==> config.mk <==
export PLATFORM = sky130hd
export DESIGN_NAME = ppm_decoder
export DESIGN_NICKNAME = d
export VERILOG_FILES = /design/src/rtl/ppm_decoder.sv
export SDC_FILE = /design/constraint.sdc
export NUM_CORES = 1
export LEC_CHECK = 0
export ABC_AREA = 0
export BUFFER_PORTS_ARGS = -buffer_cell sky130_fd_sc_hd__buf_4
export CORE_MARGIN = 3
export CORE_UTILIZATION = 35
export CTS_CLUSTER_DIAMETER = 60
export DETAILED_ROUTE_END_ITERATION = 8
export PLACE_DENSITY = 0.47
export SLEW_MARGIN = 10
export SYNTH_ARGS = -nofsm -noshare
export SYNTH_HDL_FRONTEND = slang
export SYNTH_SLANG_ARGS = --single-unit
==> constraint.sdc <==
create_clock -name clk -period 6 [get_ports clk]
set_input_delay 0 -clock clk [delete_from_list [all_inputs] [get_ports clk]]
set_output_delay 0 -clock clk [all_outputs]
set_load 0.03 [all_outputs]
==> src/rtl/ppm_decoder.sv <==
// 4-PPM frame receiver: SOF lock, four 2-bit symbols, EOF check.
// Emits one byte with a valid strobe, or an error strobe on any timing fault.
module ppm_decoder #(
    parameter int SLOT = 16,
    parameter int TOL  = 4
) (
    input  logic       clk,
    input  logic       rst,
    input  logic       Din,
    output logic [7:0] data_out,
    output logic       data_valid,
    output logic       frame_err,
    output logic       busy
);

    localparam int L    = $clog2(SLOT);
    localparam int TW   = $clog2(44 * SLOT + 1);
    localparam int CW   = $clog2(2 * SLOT + 2);

    localparam logic [TW-1:0] SOF2_LO = TW'(5 * SLOT - TOL);
    localparam logic [TW-1:0] SOF2_HI = TW'(5 * SLOT + TOL);
    localparam logic [TW-1:0] EOF_LO  = TW'(42 * SLOT - TOL);
    localparam logic [TW-1:0] EOF_HI  = TW'(42 * SLOT + TOL);
    localparam logic [TW-1:0] T_END   = TW'(44 * SLOT);
    localparam logic [CW-1:0] C_HALF  = CW'(SLOT / 2);
    localparam logic [CW-1:0] C_STUCK = CW'(2 * SLOT + 1);

    typedef enum logic [2:0] {
        S_IDLE,
        S_SOF2,
        S_DATA,
        S_EOF,
        S_DONE,
        S_ERR,
        S_WAIT
    } state_t;

    state_t         r_state;
    state_t         w_state_n;
    logic           r_s1;
    logic           r_ds;
    logic           r_ds_d;
    logic [CW-1:0]  r_lowcnt;
    logic [CW-1:0]  w_cnt;
    logic [TW-1:0]  r_t;
    logic [TW-1:0]  w_t;
    logic [TW-1:0]  w_wend;
    logic [1:0]     r_k;
    logic [1:0]     w_k_n;
    logic           r_got;
    logic           w_got_n;
    logic           r_pend;
    logic           w_pend_n;
    logic [1:0]     r_p;
    logic [1:0]     w_p_n;
    logic [1:0]     w_p;
    logic [7:0]     r_data;
    logic [7:0]     w_data_n;
    logic [7:0]     r_dout;
    logic           r_valid;
    logic           r_err;
    logic           r_busy;
    logic           w_fall;
    logic           w_rise;
    logic           w_qual;
    logic           w_glitch;
    logic           w_stuck;
    logic           w_bound;
    logic           w_prewin;

    always_ff @(posedge clk or negedge rst) begin
        if (!rst) begin
            r_s1   <= 1'b1;
            r_ds   <= 1'b1;
            r_ds_d <= 1'b1;
        end else begin
            r_s1   <= Din;
            r_ds   <= r_s1;
            r_ds_d <= r_ds;
        end
    end

    assign w_fall = r_ds_d & ~r_ds;
    assign w_rise = ~r_ds_d & r_ds;

    // Low-run length including the edge cycle; saturates one past the stuck limit
    always_comb begin
        w_cnt = '0;
        if (w_fall) begin
            w_cnt = CW'(1);
        end else if (!r_ds) begin
            w_cnt = (r_lowcnt == C_STUCK) ? r_lowcnt : r_lowcnt + CW'(1);
        end
    end

    assign w_qual   = (w_cnt == C_HALF);
    assign w_glitch = w_rise && (r_lowcnt < C_HALF);
    assign w_stuck  = (w_cnt == C_STUCK);

    assign w_t      = (r_state == S_IDLE && w_fall) ? '0 : r_t;
    assign w_p      = w_t[L+2:L+1];
    assign w_wend   = TW'({1'b0, r_k} + 3'd2) << (L + 3);
    assign w_bound  = (w_t == w_wend);
    assign w_prewin = (w_t[TW-1:L+3] == '0);

    always_ff @(posedge clk or negedge rst) begin
        if (!rst) begin
            r_state <= S_IDLE;
        end else begin
            r_state <= w_state_n;
        end
    end

    always_comb begin
        w_state_n = r_state;
        w_k_n     = r_k;
        w_got_n   = r_got;
        w_pend_n  = r_pend;
        w_p_n     = r_p;
        w_data_n  = r_data;
        unique case (r_state)
            S_IDLE: begin
                w_k_n    = '0;
                w_got_n  = 1'b0;
                w_pend_n = 1'b0;
                w_data_n = '0;
                if (w_qual) begin
                    w_state_n = S_SOF2;
                end
            end
            S_SOF2: begin
                if (w_glitch || w_stuck) begin
                    w_state_n = S_ERR;
                end else if (w_fall) begin
                    if (w_t >= SOF2_LO && w_t <= SOF2_HI) begin
                        w_pend_n = 1'b1;
                    end else begin
                        w_state_n = S_ERR;
                    end
                end else if (w_qual && r_pend) begin
                    w_pend_n  = 1'b0;
                    w_state_n = S_DATA;
                end else if (!r_pend && w_t > SOF2_HI) begin
                    w_state_n = S_ERR;
                end
            end
            S_DATA: begin
                if (w_glitch || w_stuck) begin
                    w_state_n = S_ERR;
                end else if (w_bound && !r_got) begin
                    w_state_n = S_ERR;
                end else if (w_bound && r_k == 2'd3) begin
                    w_got_n   = 1'b0;
                    w_pend_n  = 1'b0;
                    w_state_n = w_fall ? S_ERR : S_EOF;
                end else begin
                    if (w_bound) begin
                        w_k_n    = r_k + 2'd1;
                        w_got_n  = 1'b0;
                        w_pend_n = 1'b0;
                    end
                    // A boundary edge opens the next window rather than repeating this one
                    if (w_fall) begin
                        if (w_prewin || (!w_bound && (r_got || r_pend))) begin
                            w_state_n = S_ERR;
                        end else begin
                            w_pend_n = 1'b1;
                            w_p_n    = w_p;
                        end
                    end else if (w_qual && r_pend) begin
                        w_got_n  = 1'b1;
                        w_pend_n = 1'b0;
                        w_data_n[{r_k, 1'b0} +: 2] = {r_p[0], r_p[1]};
                    end
                end
            end
            S_EOF: begin
                if (w_glitch || w_stuck) begin
                    w_state_n = S_ERR;
                end else if (w_fall) begin
                    if (!r_pend && w_t >= EOF_LO && w_t <= EOF_HI) begin
                        w_pend_n = 1'b1;
                    end else begin
                        w_state_n = S_ERR;
                    end
                end else if (w_qual && r_pend) begin
                    w_state_n = S_DONE;
                end else if (w_t >= T_END) begin
                    w_state_n = S_ERR;
                end
            end
            S_DONE: begin
                w_state_n = S_IDLE;
            end
            S_ERR, S_WAIT: begin
                w_state_n = r_ds ? S_IDLE : S_WAIT;
            end
            default: begin
                w_state_n = S_IDLE;
            end
        endcase
    end

    always_ff @(posedge clk or negedge rst) begin
        if (!rst) begin
            r_lowcnt <= '0;
            r_t      <= '0;
            r_k      <= '0;
            r_got    <= 1'b0;
            r_pend   <= 1'b0;
            r_p      <= '0;
            r_data   <= '0;
            r_dout   <= '0;
            r_valid  <= 1'b0;
            r_err    <= 1'b0;
            r_busy   <= 1'b0;
        end else begin
            r_lowcnt <= w_cnt;
            r_t      <= w_t + TW'(1);
            r_k      <= w_k_n;
            r_got    <= w_got_n;
            r_pend   <= w_pend_n;
            r_p      <= w_p_n;
            r_data   <= w_data_n;
            r_valid  <= (w_state_n == S_DONE);
            r_err    <= (w_state_n == S_ERR);
            r_busy   <= (w_state_n inside {S_SOF2, S_DATA, S_EOF});
            if (w_state_n == S_DONE) begin
                r_dout <= r_data;
            end
        end
    end

    assign data_out   = r_dout;
    assign data_valid = r_valid;
    assign frame_err  = r_err;
    assign busy       = r_busy;

endmodule
Word level (Yosys, flattened, before mapping)
Cells that the tools add are included.
W data, S select, Z words.
- register bits: 47
- latch bits: 0
- memory bits (writable): 0
- bits in read-only memories: 0
- output and inout bits: 11
- logic and storage cells: 148
- memories: 0
- add/subtract/negate cells: 5
- $mul: 0
- divide/modulo/power cells: 0
- $lt $le $gt $ge: 7
- equality and inequality tests: 27
- shift-type cells: 2
- multiplexer cells: 57
- bitwise logic cells: 8
- reductions and logical operators: 27
- operators with widths (cell ; number):
    $mux W3 ; 18
    $mux W8 ; 5
    $ge A10 B10 Y1 const B ; 2
    $mux W1 ; 20
    $ne A2 B2 Y1 const B ; 10
    $mux W6 ; 3
    $pmux W8 S2 ; 1
    $pmux W3 S5 ; 1
    $eq A3 B2 Y1 const B ; 4
    $eq A3 B3 Y1 const B ; 4
    $eq A6 B6 Y1 const B ; 2
    $reduce_and A6 Y1 ; 2
    $add A10 B1 Y10 const B ; 1
    $eq A10 B10 Y1 ; 1
    $ge A10 B7 Y1 const B ; 1
    $gt A10 B7 Y1 const B ; 1
    $le A10 B10 Y1 const B ; 1
    $le A10 B7 Y1 const B ; 1
    $logic_and A1 B1 Y1 ; 10
    $mux W10 ; 1
    $reduce_and A9 Y1 ; 1
    $bwmux W8 ; 1
    $mux W2 ; 4
    $shift A2 B5 Y8 const A ; 1
    other kinds (24) ; 37

Depth between registers and ports, before layout
Gate-level depths: netlist (run 1).
- depth in word-level cells: 16
- mapped depth: 14

Worst setup path after synthesis (run 1)
Ideal clock, no wire load.
- path kind: reg-to-reg
- start point: register r_ds_d
- end point: register r_dout[0], in the netlist data_out[0]
- library setup time: 0.125 ns
- data arrival time: 2.982 ns
- setup slack: 2.893 ns
- stages on the path, launching flop included: 14
- cell sequence: dfstp_2 -> nor2b_1 -> nand2_1 -> nand2_1 -> ha_1 -> nand2b_1 -> a2111oi_4 -> o211ai_1 -> a22oi_1 -> a21oi_1 -> a211o_1 -> nor3b_2 -> buf_6 -> mux2_4
- longest elaborated chain between the ends: 14
- ends and longest elaborated chain (item ; line ; text):
    start: declaration ; 42 ; logic r_ds_d;
    start signal: assignment ; 79 ; r_ds_d <= r_ds;
    parallel branches: the longest is 12 deep, another holds $gt A10 B7 Y1 ; n/a ;
    $pmux W3 S5 (*) ; 121 ; unique case (r_state)
    via w_state_n[0] ; 39 ; state_t w_state_n;
    $eq A3 B3 Y1 (*) ; 228 ; if (w_state_n == S_DONE) begin
    end signal: assignment ; 229 ; r_dout <= r_data;
    end: declaration ; 59 ; logic [7:0] r_dout;
Mark *: on every way through the listed nets, which the timed path passes.
A chain may end at the register's enable or synchronous reset.

Worst setup path after layout (run 1)
- start point: register r_ds_d
- end point: register r_dout[3], in the netlist data_out[3]
The elaborated chain is that of the path after synthesis.

==> results.md, run 1 <==
- Outcome: completed
- Top FF cell, synth: dfrtp_1
- Worst-path fanout max: 9
- Arrival @ worst endpoint: 4.20 ns
- Slew @ Worst Pin: 0.952 ns
- DPL Wire Length: 4210 µm
- Antenna cell count: 0
- Worst EP required: 6.19 ns
- Synth Area in Compound Gates: 16.0%
- First-pass GRT wire length: 10300 µm
- Slew Limit Headroom: 36.3%
- GRT Overall Usage: 14.3%
- Leading area contributor after synthesis: dfrtp_1
- Critical R2R Launch: r_ds_d
- Post-synthesis sequential area ratio: 42.3%
- DR iter-0 viols: 130
- CTS Hold Buffers Added: 2
- Num CTS Buffers: 5
- Vias in the first global route: 2127
- I/O pin count: 14
- Initial antenna violation count: 0
- Routability cong.: 0.838
- H-tree levels: 2
- CP Launch Type: flip-flop
- Post-CTS Resized: 0
- Asr flop ratio synth: 100%
- Filler instances: 729
- #FFs+latches synth: 47
- Die Wd: 95.3 µm
- Crit-path cells: nor2b_1 -> nand2_1 -> nand2_1 -> ha_1 -> nand2b_1 -> a2111oi_4 -> o211ai_1 -> a22oi_1 -> a21oi_1 -> a211o_1 -> nor3b_2 -> mux2_4
- Final Slew Violations: 0
- Synth Area in XOR/XNOR: 4.71%
- Delay-heaviest family, CP: simple AND/OR/NAND/NOR gates
- Lkg Pwr: 0.00133 µW
- Fin. Hold Viols: 0
- Vias per inst: 5.30
- Post-Syn Instances: 295
- FP Rows: 31
- Chip height: 95.3 µm
- Total Wirelength: 5840 µm
- Port Buffers: 13
- Post-Synth Adder-Cell Area: 4.04%
- Fmax: 0.250 GHz
- Final Cycle Share: 66.8%
- Core Area: 7490 µm²
- Total placed cells including tap cells: 394
- RSZ-0062 raised after global routing: no
- Share of the synthesized area in the top cell type: 39.5%
- Final setup viols: 0
- Net count, final: 316
- Mux contribution to synthesized area: 5.74%
- Routed Antenna Nets: 0
- EDFF count, synth: 0
- Crit path buf inv count: 0
- Clock sinks: 47
- Synth cell types: 61
- Layout cells sized above 1: 15.1%
- Reg-to-reg endpoint: data_out[3]
- Most used cell, CP: nand2_1
- Critical path's slowest cell: nor3b_2
- Root Driver: clkbuf_8
- Largest net degree at the start of global routing: 48
- HP Class: in2async
- Clock buffer depth: 2
- CP Capture Type: flip-flop
- IR drop worst, VDD: 0.102 mV
- Pwr/cell area: 293 nW/µm²
- Worst stage delay on the critical path: 0.80 ns
- Setup TNS: 0 ns
- Synth warn: 0
- Simple-gate share of the synthesized area: 22.5%
- Syn-to-layout area delta: 9.82%
- Worst-path clk slew: 0.09 ns
- Vias: 2141
- Finished Layout Cells: 404
- Reg2reg path depth: 12
- Drt pass-1 iters: 4
- Post-Syn Area per Cell: 9.46 µm²
- # Post-CTS Setup Buffers: 0
- Overflow after GRT: 0
- Skew-Pair Late Insertion Delay: 0.30 ns
- Post-Syn Area: 2790 µm²
- Crit Path Class: reg2reg
- Detailed-route wire length per cell: 14.4 µm
- Max-cap violations: 0
- Synth cell count leaders: dfrtp_1, nor2_1, nand2_1
- Total die area: 9080 µm²
- Largest cells by area after synthesis: dfrtp_1, mux2_4, nor2_1
- CTS tree: done
- Cell with the most instances after synthesis: dfrtp_1
- Min Tclk post-route: 4.01 ns
- DRC Markers: 0
- Largest family of logic cells by synthesized area: simple AND/OR/NAND/NOR gates
- Post-Syn Nets: 307
- Max Clock Skew: 0.00618 ns
- Initial core utilization: 37.3%
- R2R setup slack: 1.99 ns
-- final cells by class --
type | instances | area [µm²] | share of cell area, %
Multi-Input combinational cell | 218 | 1480 | 48.2
Sequential cell | 47 | 1180 | 38.5
Timing Repair Buffer | 16 | 125 | 4.08
Tap cell | 99 | 124 | 4.04
Clock buffer | 6 | 82.6 | 2.69
Inverter | 16 | 60.1 | 1.96
Clock inverter | 2 | 16.3 | 0.531
-- sequential cells by signal, summed over array words and instances, names as in the netlist --
name	cells
r_t	10
data_out	8
r_data	8
r_lowcnt	6
r_state	3
r_k	2
r_p	2
busy	1
data_valid	1
frame_err	1
r_ds	1
r_ds_d	1
r_got	1
r_pend	1
r_s1	1
-- power by group --
group / switching (µW) / internal (µW)
registers: 58.4 / 353
logic: 169 / 111
clock network: 112 / 94.2
total: 339 / 558
-- metrics by stage --
step	setup WS [ns]	cell area [µm²]	power, µW	hold slack [ns]	util, %
final	1.99	3060	896	0.240	40.9
after floorplan	2.89	2790	629	-0.296	-
after global routing	1.67	3060	970	0.300	40.9
after global placement	2.08	2950	704	0.0562	39.3
after CTS	1.96	3060	913	0.260	40.9
after detailed placement	1.98	2950	698	0.0632	39.3
-- cell families after synthesis --
group | count (synthesis)
adder cells (fa/ha/maj) | 9
AND/OR/NAND/NOR | 118
flip-flops | 47
multiplexers | 12
AO/OA/AOI/OAI | 64
buffers and inverters | 30
XOR/XNOR | 15
-- worst max path at each step --
stage                           from           to  slack (ns)  depth (start not counted)
after floorplan               r_ds_d  data_out[0]        2.89                         13
after global placement        r_ds_d  data_out[6]        2.08                         12
after detailed placement      r_ds_d  data_out[2]        1.98                         12
after CTS                     r_ds_d  data_out[2]        1.96                         12
after global routing      r_state[1]  data_out[7]        1.67                         12
final                         r_ds_d  data_out[3]        1.99                         12
-- worst reg2reg max path: cells and delay by family, from the launching register on --
family	cells	cell delay [ns]
flip-flops	1	0.57
AND/OR/NAND/NOR	5	1.67
AO/OA/AOI/OAI	5	1.14
adder cells (fa/ha/maj)	1	0.18
multiplexers	1	0.36
-- layer usage --
metal | vias to the layer above | track usage (%) | share of wire [%]
met5 | - | 0 | 0
met4 | 0 | 4.45 | 2.0
met3 | 9 | 3.63 | 3.1
met1 | 1022 | 19.0 | 48
met2 | 37 | 22.6 | 47
li1 | 1073 | - | -
-- placed cells by master (no fill, tap or decap), drive strengths merged, types with 9 or more instances in the layout --
master / netlist / routed
a21oi: 10 / 10
buf: 6 / 14
dfrtp: 44 / 44
ha: 9 / 9
inv: 16 / 16
nand2: 23 / 23
nand3: 15 / 15
nor2: 32 / 32
nor3: 9 / 9
o21ai: 20 / 20
xor2: 9 / 9
Power figures use the tool's default switching activity.
==> inputs of run 2 (changes only) <==
==> constraint.sdc (replaced) <==
create_clock -name clk -period 4 [get_ports clk]
set_input_delay 0 -clock clk [delete_from_list [all_inputs] [get_ports clk]]
set_output_delay 0 -clock clk [all_outputs]
set_load 0.03 [all_outputs]
==> run 2 against run 1 <==
  * Flip-flop and latch count unchanged
  * Count of clock-buffer cells in the layout unchanged
  * First-iteration DRC count up 4.6%
  * Wire length up 5.7%
  * Non-clock buffer count up 9
  * Combinational power up 73%
  * Setup slack worse by 1.6 ns
  * Cell count up 2.2%
  * Die area unchanged
  * Fmax up 11%
  * Critical path type unchanged
  * Highest routed layer unchanged
==> results.md, run 2 (synthesis results as in run 1) <==
- Clock sinks: 47 (unchanged)
- FP Rows: 31 (unchanged)
- Total die area: 9080 µm² (unchanged)
- Slew @ Worst Pin: 0.656 ns (-0.296 ns)
- DRC Markers: 0 (unchanged)
- Fmax: 0.278 GHz (+11%)
- Net count, final: 325 (+2.8%)
- RSZ-0062 raised after global routing: no
- Gate power share: 34.6% (+3.4 points)
- Lkg Pwr: 0.00138 µW (+3.4%)
- Vias per inst: 5.30 (about the same)
- Sw frac: 38.2% (+0.38 points)
- First-pass GRT wire length: 10600 µm (+3.2%)
- Vias: 2187 (+2.1%)
- Final Slew Violations: 0 (unchanged)
- Setup WS pre-CTS: 0.192 ns (-1.78 ns)
- Critical R2R Launch: r_state[0]
- Filler instances: 741 (+1.6%)
- Min Tclk post-route: 3.59 ns (-0.413 ns)
- Dpl cell area: 3010 µm² (+2.3%)
- H-tree levels: 2 (unchanged)
- Total Wirelength: 6170 µm (+5.7%)
- R2R setup slack: 0.41 ns (-1.59 ns)
- Skew-Pair Late Insertion Delay: 0.31 ns (about the same)
- Initial core utilization: 37.3% (unchanged)
- FF+latch area: 1180 µm² (unchanged)
- Antenna cell count: 0 (unchanged)
- Reg2reg path depth: 12 (unchanged)
- Die Wd: 95.3 µm (unchanged)
- Commonest non-fill, non-tap cell in the layout: dfrtp_1
- Crit Path Class: reg2reg
- GRT Overall Usage: 14.9% (+0.66 points)
- Final setup margin: 0.407 ns (-1.59 ns)
- Initial antenna violation count: 0 (unchanged)
- Detailed-route wire length per cell: 14.9 µm (+3.4%)
- Int Pwr: 861 µW (+54%)
- Outcome: completed
- Worst-path fanout max: 9 (unchanged)
- HP Class: in2async
- Clock buffer depth: 2 (unchanged)
- Final setup viols: 0 (unchanged)
- Drt pass-1 iters: 4 (unchanged)
- Pwr/cell area: 444 nW/µm² (+52%)
- Fin. Hold Viols: 0 (unchanged)
- Vias in the first global route: 2143 (+0.75%)
- Worst-path clk slew: 0.09 ns (about the same)
- Slew Limit Headroom: 56.2% (+20 points)
- Area of the multi-input gates: 1480 µm² (+0.42%)
- Most frequent cells in the layout: dfrtp_1, nor2_1, nand2_1, buf_4, o21ai_0
- Root Driver: clkbuf_8
- Reg-to-reg endpoint: data_out[6]
- DR iter-0 viols: 136 (+4.6%)
- CP Launch Type: flip-flop
- Final Cycle Share: 89.8% (+23 points)
- Layout cells sized above 1: 17.5% (+2.4 points)
- Register share of total power: 42.6% (-3.3 points)
- Port Buffers: 13 (unchanged)
- Clock power frac: 22.8% (-0.2 points)
- Routed Antenna Nets: 0 (unchanged)
- Routability cong.: 0.855 (+2.1%)
- Max-cap violations: 0 (unchanged)
- CP Capture Type: flip-flop
- DPL Wire Length: 4450 µm (+5.6%)
- CTS tree: done
- Num CTS Buffers: 5 (unchanged)
- P_sw: 532 µW (+57%)
- Core Area: 7490 µm² (unchanged)
- Syn-to-layout area delta: 12.5%
- Chip height: 95.3 µm (unchanged)
- Setup TNS: 0 ns (unchanged)
- Largest register FFs: 10 (unchanged)
- Overflow after GRT: 0 (unchanged)
- Arrival @ worst endpoint: 3.79 ns (-0.41 ns)
- Max Clock Skew: 0.00431 ns (-0.00187 ns)
- Design area: 3140 µm² (+2.4%)
- Worst EP required: 4.20 ns (-1.99 ns)
- IR drop worst, VDD: 0.158 mV (+55%)
- Most flops, register: r_t
- Largest net degree at the start of global routing: 48 (unchanged)
- I/O pin count: 14 (unchanged)
-- run 2: changes by cell type in the layout (fill, tap and decap cells not counted) --
| cell | before | now |
|---|---|---|
| buf_4 | 14 | 23 |
| nor3b_2 | 1 | 0 |
| nor3b_4 | 0 | 1 |
-- run 2: power groups by stage --
stage	combinational [µW]	sequential (µW)	clock, µW
after detailed placement	476	602	0
after CTS	480	592	331
final	482	594	317
after global routing	541	604	356
after floorplan	345	598	0
after global placement	483	603	0
-- run 2: what timing repair did --
item,4_1_cts,5_1_grt
endpoints found under the setup margin,0,8
gates resized for setup,0,1
hold buffers,2,0
buffers inserted,0,0
hold endpoints to repair,45,0
-- run 2: cell type report --
cell class	instances	area share, %
flip-flops and latches	47	37.6
inverters	16	1.91
repair buffers	25	6.14
multi-input cells	218	47.2
well taps	99	3.95
clock buffers	6	2.63
clock inverters	2	0.518
-- run 2: worst max-delay path by stage --
stage	start	end	slack (ns)	cells after the start
finish	r_state[0]	data_out[6]	0.41	12
global route	r_state[1]	data_out[7]	0.11	12
CTS	r_state[1]	data_out[6]	0.17	12
detailed placement	r_state[0]	data_out[6]	0.19	12
global placement	r_state[0]	data_out[7]	0.17	12
floorplan	r_ds_d	data_out[0]	0.89	13
-- run 2: metrics by stage --
step	power [µW]	cells	utilization, %	hold WS (ns)
4_1_cts	1400	413	41.8	0.266
3_3_place_gp	1090	403	40.2	0.0590
6_report	1390	413	41.9	0.244
2_1_floorplan	943	295	-	-0.296
5_1_grt	1500	413	41.9	0.294
3_5_place_dp	1080	403	40.2	0.0667
-- run 2: critical path, cell delays in order, from the launching register on --
cell	delay (ns)
dfrtp_1	0.39
nor3_1	0.40
nand2_1	0.18
nand2_1	0.14
ha_1	0.18
nand2b_1	0.11
a2111oi_4	0.36
o211ai_1	0.17
a22oi_1	0.22
a21oi_1	0.09
a211o_1	0.30
nor3b_4	0.60
mux2_4	0.35
-- run 2: per-layer routing --
metal | track usage [%] | part of all wire, % | vias up
li1 | - | - | 1081
met1 | 19.9 | 46 | 1045
met2 | 24.4 | 48 | 54
met3 | 2.60 | 4.5 | 7
met4 | 4.93 | 1.3 | 0
met5 | 0 | 0 | -
==> inputs of run 3 (changes only) <==
--- a/config.mk
+++ b/config.mk
@@ -7,11 +7,13 @@
 export LEC_CHECK = 0
 export ABC_AREA = 0
 export BUFFER_PORTS_ARGS = -buffer_cell sky130_fd_sc_hd__buf_4
+export CELL_PAD_IN_SITES_DETAIL_PLACEMENT = 0
+export CELL_PAD_IN_SITES_GLOBAL_PLACEMENT = 1
 export CORE_MARGIN = 3
 export CORE_UTILIZATION = 35
 export CTS_CLUSTER_DIAMETER = 60
 export DETAILED_ROUTE_END_ITERATION = 8
-export PLACE_DENSITY = 0.47
+export PLACE_DENSITY_LB_ADDON = 0.1
 export SLEW_MARGIN = 10
 export SYNTH_ARGS = -nofsm -noshare
 export SYNTH_HDL_FRONTEND = slang
==> run 3 against run 2 <==
  * Clock skew grew 0.0023 ns
  * Largest power group unchanged
  * Flip-flop and latch count is the same
  * Hold slack lost 0.026 ns
  * Die area is the same
  * Count of clock-buffer cells in the layout is the same
  * Cell count is the same
  * Sequential share of layout area shrank 0.22 points
==> results.md, run 3 (synthesis results as in run 1) <==
- Outcome: completed
- Gate power share: 33.7% (-0.9 points)
- Drt pass-1 iters: 4 (unchanged)
- RSZ-0062 raised after global routing: no
- Max Clock Skew: 0.00663 ns (+0.00231 ns)
- Slew Limit Headroom: 54.4% (-1.8 points)
- Fin. Hold Viols: 0 (unchanged)
- Filler instances: 757 (+2.2%)
- R2R setup slack: 0.36 ns (-0.04 ns)
- Clock power frac: 25.3% (+2.5 points)
- FP Rows: 31 (unchanged)
- Most flops, register: r_t
- Final setup viols: 0 (unchanged)
- DR iter-0 viols: 91 (-33%)
- Chip height: 95.3 µm (unchanged)
- H-tree levels: 2 (unchanged)
- Reg2reg path depth: 12 (unchanged)
- Sw frac: 35.9% (-2.3 points)
- Routability cong.: 0.835 (-2.3%)
- Arrival @ worst endpoint: 3.83 ns (+0.04 ns)
- Num CTS Buffers: 5 (unchanged)
- Clock sinks: 47 (unchanged)
- I/O pin count: 14 (unchanged)
- # Post-CTS Setup Buffers: 0 (unchanged)
- Antenna cell count: 0 (unchanged)
- Routed Antenna Nets: 0 (unchanged)
- Crit Path Class: reg2reg
- Vias in the first global route: 2117 (-1.2%)
- Worst-path clk slew: 0.09 ns (about the same)
- Worst EP required: 4.19 ns (about the same)
- Max-cap violations: 0 (unchanged)
- First-pass GRT wire length: 10600 µm (-0.53%)
- Layout cells sized above 1: 17.5% (unchanged)
- Syn-to-layout area delta: 13.1%
- Commonest non-fill, non-tap cell in the layout: dfrtp_1
- Initial core utilization: 37.3% (unchanged)
- Slew @ Worst Pin: 0.684 ns (+0.0276 ns)
- Int Pwr: 925 µW (+7.4%)
- Port Buffers: 13 (unchanged)
- HP Class: in2async
- Clock buffer depth: 2 (unchanged)
- Skew-Pair Late Insertion Delay: 0.30 ns (about the same)
- Delay-heaviest family, CP: simple AND/OR/NAND/NOR gates
- Register share of total power: 41.0% (-1.6 points)
- Stages on the worst setup path: 12 (unchanged)
- Die Wd: 95.3 µm (unchanged)
- Overflow after GRT: 0 (unchanged)
- IR drop worst, VDD: 0.224 mV (+42%)
- Crit-path cells: nor2b_1 -> nand2_1 -> nand2_1 -> ha_1 -> nand2b_1 -> a2111oi_4 -> o211ai_1 -> a22oi_1 -> a21oi_1 -> a211o_1 -> nor3b_4 -> mux2_4
- Most frequent cells in the layout: dfrtp_1, nor2_1, nand2_1, buf_4, o21ai_0
- Largest net degree at the start of global routing: 48 (unchanged)
- Crit path buf inv count: 0 (unchanged)
- P_sw: 519 µW (-2.5%)
- Reg-to-reg endpoint: data_out[0]
- Finished Layout Cells: 413 (unchanged)
- Min Tclk post-route: 3.64 ns (+0.0421 ns)
- Worst stage delay on the critical path: 0.62 ns (+0.02 ns)
- CP Launch Type: flip-flop
- Total die area: 9080 µm² (unchanged)
- Worst-path fanout max: 9 (unchanged)
- Initial antenna violation count: 0 (unchanged)
- Total Wirelength: 6200 µm (+0.52%)
- Vias: 2164 (-1.1%)
- Net count, final: 325 (unchanged)
- Core Area: 7490 µm² (unchanged)
- Setup TNS: 0 ns (unchanged)
- Pwr/cell area: 457 nW/µm² (+3.0%)
- Fmax: 0.275 GHz (-1.2%)
- Lkg Pwr: 0.00139 µW (+1.0%)
- Most used cell, CP: nand2_1
- Final setup margin: 0.364 ns (-0.0421 ns)
- Final Slew Violations: 0 (unchanged)
- Detailed-route wire length per cell: 15.0 µm (+0.52%)
- DPL Wire Length: 4590 µm (+3.1%)
- Critical path's slowest cell: nor3b_4
- Total placed cells including tap cells: 403 (unchanged)
- DRC Markers: 0 (unchanged)
- Setup WS pre-CTS: 0.169 ns (-0.0237 ns)
- CP Capture Type: flip-flop
- CTS tree: done
- Largest register FFs: 10 (unchanged)
- Root Driver: clkbuf_8
- Final Cycle Share: 90.9% (+1.1 points)
- Critical R2R Launch: r_ds_d
- GRT Overall Usage: 14.8% (-0.14 points)
- Vias per inst: 5.24 (-1.1%)
-- run 3: cell types whose count changed in the layout (fill, tap and decap cells not counted), sizes merged --
cell / delta
bufinv: +1
clkinvlp: -1
-- run 3: layout make-up --
class / count / area, µm² / area share (%)
Tap cell: 99 / 124 / 3.92
Sequential cell: 47 / 1180 / 37.4
Timing Repair Buffer: 25 / 193 / 6.10
Clock buffer: 6 / 82.6 / 2.62
Inverter: 16 / 60.1 / 1.90
Clock inverter: 2 / 35.0 / 1.11
Multi-Input combinational cell: 218 / 1480 / 47.0
-- run 3: power by group through the flow --
stage	Clock (µW)	Combinational, µW	Sequential, µW
global placement	0	491	603
CTS	378	485	592
global route	394	544	603
floorplan	0	345	598
detailed placement	0	482	601
finish	365	487	591
-- run 3: stage by stage --
stage                     util [%]  area (µm²)  total power (µW)  hold WS, ns
after floorplan                  -        2790               943       -0.296
after global placement        40.2        3010              1090       0.0522
after detailed placement      40.2        3010              1080       0.0577
after CTS                     42.1        3150              1460        0.268
after global routing          42.2        3160              1540        0.297
final                         42.2        3160              1440        0.218
-- run 3: timing repair --
| action | 4_1_cts | 5_1_grt |
|---|---|---|
| endpoints found under the setup margin | 0 | 8 |
| resized for setup | 0 | 1 |
| endpoints found under the hold margin | 45 | 0 |
| hold buffers | 2 | 0 |
-- run 3: worst max path at each step --
stage | start | endpoint | slack (ns)
6_report | r_ds_d | data_out[0] | 0.36
5_1_grt | r_ds_d | data_out[3] | 0.15
4_1_cts | r_ds_d | data_out[0] | 0.15
3_5_place_dp | r_ds_d | data_out[0] | 0.17
3_3_place_gp | r_ds_d | data_out[4] | 0.23
2_1_floorplan | r_ds_d | data_out[0] | 0.89
-- run 3: per-layer routing --
metal	vias up	part of all wire (%)	track usage, %
met4	0	1.0	3.61
met5	-	0	0
met1	1031	53	22.3
met2	36	43	21.7
li1	1090	-	-
met3	7	3.0	2.60
